==> src/rtl/varredura_displays_if.sv <==
// varredura_displays_if: scan-control inputs and display-pin outputs of the 7-segment scanner
interface varredura_displays_if #(
  parameter int N_DIG = 4,
  parameter int SEG_W = 8
);
  localparam int CW = N_DIG > 1 ? $clog2(N_DIG) : 1;
  logic                   en;
  logic [N_DIG*SEG_W-1:0] digit_data;
  logic [N_DIG-1:0]       digit_mask;
  logic [N_DIG-1:0]       anodes;
  logic [SEG_W-1:0]       segs;
  logic [CW-1:0]          cur_digit;
  logic                   frame_start;
  modport master (output en, digit_data, digit_mask, input anodes, segs, cur_digit, frame_start);
  modport slave  (input en, digit_data, digit_mask, output anodes, segs, cur_digit, frame_start);
endinterface

==> src/rtl/varredura_displays.sv <==
// varredura_displays: time-multiplexed one-hot digit scanner with dwell, blank gap, skip mask and frame-atomic data
module varredura_displays #(
  parameter int N_DIG         = 4,
  parameter int SEG_W         = 8,
  parameter int DWELL         = 3,
  parameter int BLANK         = 1,
  parameter bit AN_ACTIVE_LOW = 1'b0
) (
  input  logic                clk,
  input  logic                rst_n,
  varredura_displays_if.slave bus
);
  localparam int CW    = N_DIG > 1 ? $clog2(N_DIG) : 1;
  localparam int MX    = DWELL > BLANK ? DWELL : BLANK;
  localparam int CNT_W = $clog2(MX + 1);
  localparam logic [1:0] S_IDLE = 2'd0, S_SHOW = 2'd1, S_GAP = 2'd2;
  localparam logic [N_DIG-1:0] AN_OFF = AN_ACTIVE_LOW ? {N_DIG{1'b1}} : {N_DIG{1'b0}};
  logic [1:0]             r_st;
  logic [CNT_W-1:0]       r_cnt;
  logic [CW-1:0]          r_cur;
  logic [N_DIG*SEG_W-1:0] r_shadow;
  logic [N_DIG-1:0]       r_an;
  logic [SEG_W-1:0]       r_segs;
  logic                   r_fs;
  logic                   w_low_ok, w_nxt_ok;
  logic [CW-1:0]          w_low, w_nxt;
  logic [N_DIG-1:0]       w_an_low, w_an_nxt;
  logic [SEG_W-1:0]       w_seg_low, w_seg_nxt;
  logic                   w_show_end, w_gap_end, w_adv, w_frame;
  // lowest unmasked digit overall and lowest unmasked digit above the current one
  always_comb begin
    w_low_ok = 1'b0;
    w_low    = '0;
    w_nxt_ok = 1'b0;
    w_nxt    = '0;
    for (int i = N_DIG - 1; i >= 0; i--) begin
      if (!bus.digit_mask[i]) begin
        w_low_ok = 1'b1;
        w_low    = CW'(i);
      end
      if (!bus.digit_mask[i] && CW'(i) > r_cur) begin
        w_nxt_ok = 1'b1;
        w_nxt    = CW'(i);
      end
    end
  end
  assign w_an_low   = AN_OFF ^ (N_DIG'(1) << w_low);
  assign w_an_nxt   = AN_OFF ^ (N_DIG'(1) << w_nxt);
  assign w_seg_low  = bus.digit_data[w_low*SEG_W +: SEG_W];
  assign w_seg_nxt  = r_shadow[w_nxt*SEG_W +: SEG_W];
  assign w_show_end = r_st == S_SHOW && r_cnt == CNT_W'(DWELL - 1);
  assign w_gap_end  = r_st == S_GAP && r_cnt == CNT_W'(BLANK - 1);
  assign w_adv      = bus.en && (w_gap_end || (w_show_end && BLANK == 0));
  // a frame begins either from idle or when an advance runs past the last unmasked digit
  assign w_frame    = w_low_ok && ((r_st == S_IDLE && bus.en) || (w_adv && !w_nxt_ok));
  // scan state machine: frame latch, digit advance, gap insertion and stop/blank
  always_ff @(posedge clk) begin
    if (!rst_n) begin
      r_st     <= S_IDLE;
      r_cnt    <= '0;
      r_cur    <= '0;
      r_shadow <= '0;
      r_an     <= AN_OFF;
      r_segs   <= '0;
      r_fs     <= 1'b0;
    end else begin
      r_fs <= w_frame;
      if (w_frame) begin
        r_st     <= S_SHOW;
        r_cnt    <= '0;
        r_cur    <= w_low;
        r_shadow <= bus.digit_data;
        r_an     <= w_an_low;
        r_segs   <= w_seg_low;
      end else if (w_adv && w_nxt_ok) begin
        r_st   <= S_SHOW;
        r_cnt  <= '0;
        r_cur  <= w_nxt;
        r_an   <= w_an_nxt;
        r_segs <= w_seg_nxt;
      end else if (!bus.en || w_adv || w_show_end) begin
        r_st   <= (bus.en && !w_adv) ? S_GAP : S_IDLE;
        r_cnt  <= '0;
        r_an   <= AN_OFF;
        r_segs <= '0;
      end else if (r_st != S_IDLE) begin
        r_cnt <= r_cnt + 1'b1;
      end
    end
  end
  assign bus.anodes      = r_an;
  assign bus.segs        = r_segs;
  assign bus.cur_digit   = r_cur;
  assign bus.frame_start = r_fs;
endmodule

==> src/flat_wrapper.sv <==
// flat-port wrapper written by rule: the top's interface ports become plain ports
module varredura_displays_flat 
#(
  parameter int N_DIG         = 4,
  parameter int SEG_W         = 8,
  parameter int DWELL         = 3,
  parameter int BLANK         = 1,
  parameter bit AN_ACTIVE_LOW = 1'b0
)
  (clk, rst_n, bus_en, bus_digit_data, bus_digit_mask, bus_anodes, bus_segs, bus_cur_digit, bus_frame_start);
  varredura_displays_if #(.N_DIG(N_DIG), .SEG_W(SEG_W)) bus_i ();
  input  logic clk;
  input  logic rst_n;
  input wire logic [$bits(bus_i.en)-1:0] bus_en;
  input wire logic [$bits(bus_i.digit_data)-1:0] bus_digit_data;
  input wire logic [$bits(bus_i.digit_mask)-1:0] bus_digit_mask;
  output wire logic [$bits(bus_i.anodes)-1:0] bus_anodes;
  output wire logic [$bits(bus_i.segs)-1:0] bus_segs;
  output wire logic [$bits(bus_i.cur_digit)-1:0] bus_cur_digit;
  output wire logic [$bits(bus_i.frame_start)-1:0] bus_frame_start;
  assign bus_i.en = bus_en;
  assign bus_i.digit_data = bus_digit_data;
  assign bus_i.digit_mask = bus_digit_mask;
  assign bus_anodes = bus_i.anodes;
  assign bus_segs = bus_i.segs;
  assign bus_cur_digit = bus_i.cur_digit;
  assign bus_frame_start = bus_i.frame_start;
  varredura_displays #(.N_DIG(N_DIG), .SEG_W(SEG_W), .DWELL(DWELL), .BLANK(BLANK), .AN_ACTIVE_LOW(AN_ACTIVE_LOW)) u_core (.clk(clk), .rst_n(rst_n), .bus(bus_i));
endmodule
==> config.mk <==
export PLATFORM = sky130hd
export DESIGN_NAME = varredura_displays_flat
export DESIGN_NICKNAME = d
export VERILOG_FILES = /design/src/rtl/varredura_displays_if.sv /design/src/rtl/varredura_displays.sv /design/src/flat_wrapper.sv
export SDC_FILE = /design/constraint.sdc
export NUM_CORES = 1
export LEC_CHECK = 0
export BUFFER_PORTS_ARGS = -buffer_cell sky130_fd_sc_hd__buf_2
export CAP_MARGIN = 20
export CORE_MARGIN = 8
export CORE_UTILIZATION = 30
export DETAILED_ROUTE_END_ITERATION = 12
export GPL_TIMING_DRIVEN = 0
export PLACE_DENSITY = 0.54
export SYNTH_ARGS = -nofsm -noshare
export SYNTH_HDL_FRONTEND = slang
export SYNTH_SLANG_ARGS = --single-unit
==> constraint.sdc <==
create_clock -name clk -period 2 [get_ports clk]
set_clock_uncertainty 0.2 [all_clocks]
set_input_delay 0.4 -clock clk [delete_from_list [all_inputs] [get_ports clk]]
set_output_delay 0.4 -clock clk [all_outputs]
set_load 0.1 [all_outputs]
==> PnR_summary.wiki <==
{| class="wikitable"
! Metric !! Value
|-
| Area of all placed cells without fillers || 0.003248 mm2
|-
| Largest fanout on the critical path || 9
|-
| Period Utilization, post-route || 96.29%
|-
| Cells after synthesis || 312
|-
| Via count of the first global-routing pass || 2,543
|-
| Power Density || 655.7 mW/mm2
|-
| Transition time at the pin with the least slew margin || 785.9 ps
|-
| GP Congestion || 0.8186
|-
| Overall die width || 108.9 um
|-
| Kind of start point of the critical path || register
|-
| Number of H-tree levels || 2
|-
| Final critical-path required period || 1926 ps
|-
| Most common flop cell mapped by yosys || sky130_fd_sc_hd__dfxtp_1
|-
| CTS root buf || sky130_fd_sc_hd__clkbuf_8
|-
| Num CTS Buffers || 5
|-
| Share of final-layout standard cells stronger than drive strength 1 || 27.70%
|-
| Global-route met3 utilization || 3.132%
|-
| Placed Instance Area || 0.002990 mm2
|-
| Die Ht || 108.9 um
|-
| Post-route ant nets || 0
|-
| Category of cells accounting for the largest share of critical-path delay || simple AND/OR/NAND/NOR gates
|-
| Total global routing overflow || 0
|-
| Met2 layer usage reported by global route || 23.79%
|-
| Synthesized area || 0.002591 mm2
|-
| Largest voltage drop on the vdd net || 0.2926 mV
|-
| Core Footprint || 0.008551 mm2
|-
| Critical path required time || 1990 ps
|-
| Number of synthesized flops with an enable pin || 0
|-
| Synthesis Warnings || 0
|-
| Number of max-slew violations in the final report || 0
|-
| Die Outline Area || 0.01187 mm2
|-
| Synth-to-layout area growth || 25.35%
|-
| Hold Vio Cnt, Final || 0
|-
| Layout net count || 419
|-
| Filler cells || 902
|-
| Critical path endpoint category || register
|-
| Synth Register Bits || 43
|-
| Combined global-route utilization of all metal layers || 13.83%
|-
| Critical Path Slowest Stage Cell || sky130_fd_sc_hd__nor2_1
|-
| Post-synthesis sequential area ratio || 33.22%
|-
| Diode count || 0
|-
| Total number of placement rows || 34
|-
| Clock latency at the later pin of the worst-skew pair || 300 ps
|-
| Crit path largest cell delay || 620 ps
|-
| Upper clock frequency limit || 0.5193 GHz
|-
| Leakage power of the design || 0.001480 uW
|-
| Number of distinct standard cells referenced by the synthesized netlist || 44
|-
| Clock transition at the registers of the reported paths || 90 ps
|-
| Sum of buffers and inverters on the critical path || 0
|-
| Most frequent standard cell in the layout excluding fill and tap cells || sky130_fd_sc_hd__nand2_1
|-
| Most Used Layer, Global Route || met2
|-
| Maxcap violations || 0
|-
| Vias per cell || 5.006
|-
| Path class of the lowest-slack min-delay path || primary input to register
|-
| Total of endpoints with negative setup slack in the final report || 0
|-
| Commonest cells after routing, fill and taps aside || 55 x sky130_fd_sc_hd__nand2_1, 52 x sky130_fd_sc_hd__buf_2, 40 x sky130_fd_sc_hd__dfxtp_1
|-
| Antenna violations before repair || 0
|-
| Global-route met1 utilization || 16.39%
|-
| Largest net degree at the start of global routing || 14
|-
| Number of port buffers || 50
|-
| Iter 0 DRT Violations || 160
|-
| Total wire length || 8.134 mm
|-
| Clk buf depth || 2
|-
| Setup_tns || 0 ps
|-
| Initial Util || 30.30%
|-
| Avg Synthesized Cell Area || 8.305 um2
|-
| Critical Setup Path Class || register to register
|-
| Setup repair after global routing missed its margin || yes
|-
| Fraction of registers with async set/reset || 0%
|-
| Global-route wire length before repair || 12.76 mm
|-
| Clock sink total || 43
|-
| Final worst setup slack || 74.15 ps
|-
| Hpwl dp || 5.583 mm
|-
| Clock tree from TritonCTS || built
|-
| Synthesized Nets || 353
|-
| Slew HR || 47.41%
|-
| Routed wirelength normalized by instance count || 16.70 um
|-
| Count of boundary I/O pins || 54
|-
| Residual DRC count || 0
|-
| Setup slack at placement || -338.4 ps
|-
| Initial DRT Pass Iterations || 4
|-
| Worst Path Arrival || 1920 ps
|-
| Status || finished, final reports clean
|-
| CP cell instances || nor2_1 > o22ai_1 > nor3b_1 > o311a_1
|-
| Via count || 2,438
|}
repair_timing:
item                                    4_1_cts  5_1_grt
resized for setup                             8       17
endpoints found under the setup margin       40       36
setup buffers                                 4        4
hold buffers                                  0        0
cloned                                        1        0
pin swaps                                     3        4
routing by layer:
layer	part of all wire, %	wire length [um]	vias to the layer above
li1	-	-	1212
met5	0	0	-
met3	7.9	642	13
met2	48	3920	83
met1	42	3410	1130
met4	2.0	161	0
power by group:
group,total [uW],switching [uW],internal [uW]
Combinational,623,397,226
Sequential,941,28.2,913
Clock,565,320,246
cell families after synthesis:
logic type | Yosys count | share of synthesized area, %
simple gates | 99 | 17.43
flops | 43 | 33.22
xor+xnor | 1 | 0.3381
compound gates | 69 | 19.22
mux | 33 | 16.61
fa+ha+maj | 2 | 0.9656
buf+inv | 65 | 12.22
cells in the mapped netlist, types with 2 or more instances:
cell / count / area, um2
sky130_fd_sc_hd__inv_1: 41 / 153.9
sky130_fd_sc_hd__a211o_1: 3 / 26.28
sky130_fd_sc_hd__o211a_1: 3 / 30.03
sky130_fd_sc_hd__ha_1: 2 / 25.02
sky130_fd_sc_hd__mux4_2: 8 / 180.2
sky130_fd_sc_hd__mux2i_1: 25 / 250.2
sky130_fd_sc_hd__clkbuf_1: 13 / 48.80
sky130_fd_sc_hd__nand3b_1: 2 / 15.01
sky130_fd_sc_hd__buf_12: 3 / 60.06
sky130_fd_sc_hd__o211ai_1: 12 / 90.09
sky130_fd_sc_hd__a31oi_1: 9 / 56.30
sky130_fd_sc_hd__o221ai_1: 7 / 61.31
sky130_fd_sc_hd__nand2b_1: 4 / 25.02
sky130_fd_sc_hd__a211oi_1: 2 / 15.01
sky130_fd_sc_hd__o311a_1: 2 / 20.02
sky130_fd_sc_hd__nand2_1: 55 / 206.5
sky130_fd_sc_hd__o22ai_1: 2 / 12.51
sky130_fd_sc_hd__buf_4: 3 / 22.52
sky130_fd_sc_hd__a21oi_1: 9 / 45.04
sky130_fd_sc_hd__nor3_1: 9 / 45.04
sky130_fd_sc_hd__dfxtp_1: 43 / 860.8
sky130_fd_sc_hd__nor2_1: 21 / 78.83
sky130_fd_sc_hd__buf_2: 3 / 15.01
sky130_fd_sc_hd__o21ai_0: 11 / 55.05
metrics by stage:
stage | hold WS [ps] | power [uW] | std cells | util, %
global placement | 243.8 | 1534 | 470 | 34.97
global route | 153.3 | 2227 | 487 | 37.99
detailed placement | 250.0 | 1538 | 470 | 34.97
floorplan | 234.8 | 1386 | 312 | -
finish | 146.1 | 2130 | 487 | 37.99
CTS | 139.2 | 2133 | 483 | 37.12
worst min-delay path, cell delays in order:
cell and delay [ps]:
sky130_fd_sc_hd__buf_2 100, sky130_fd_sc_hd__nand2_1 50, sky130_fd_sc_hd__mux2i_1 60
final cells by class:
| cell class | count | area, um2 | share of cell area (%) |
|---|---|---|---|
| Clock buffer | 6 | 72.57 | 2.234 |
| Clock inverter | 2 | 11.26 | 0.3467 |
| Buffer | 24 | 182.7 | 5.624 |
| Tap cell | 108 | 135.1 | 4.160 |
| Multi-Input combinational cell | 204 | 1460 | 44.95 |
| Sequential cell | 43 | 869.6 | 26.77 |
| Inverter | 41 | 153.9 | 4.738 |
| Timing Repair Buffer | 59 | 362.8 | 11.17 |
sequential cells by signal (all words and copies together) (netlist names):
name                    flops
u_core.bus.segs             8
u_core.r_shadow            24
u_core.bus.anodes           4
u_core.r_st                 2
u_core.r_cnt                2
u_core.bus.frame_start      1
u_core.bus.cur_digit        2
worst paths after layout:
path                                         startpoint                   end  slack, ps  depth (start not counted)
worst max-delay path            u_core.bus.cur_digit[0]  u_core.bus.anodes[3]         70                          4
worst max register to register  u_core.bus.cur_digit[0]  u_core.bus.anodes[3]         70                          4
worst min-delay path                 bus_digit_data[18]   u_core.r_shadow[18]        150                          3
worst min register to register      u_core.r_shadow[20]   u_core.r_shadow[20]        260                          2
(Power assumes the default switching activity.)
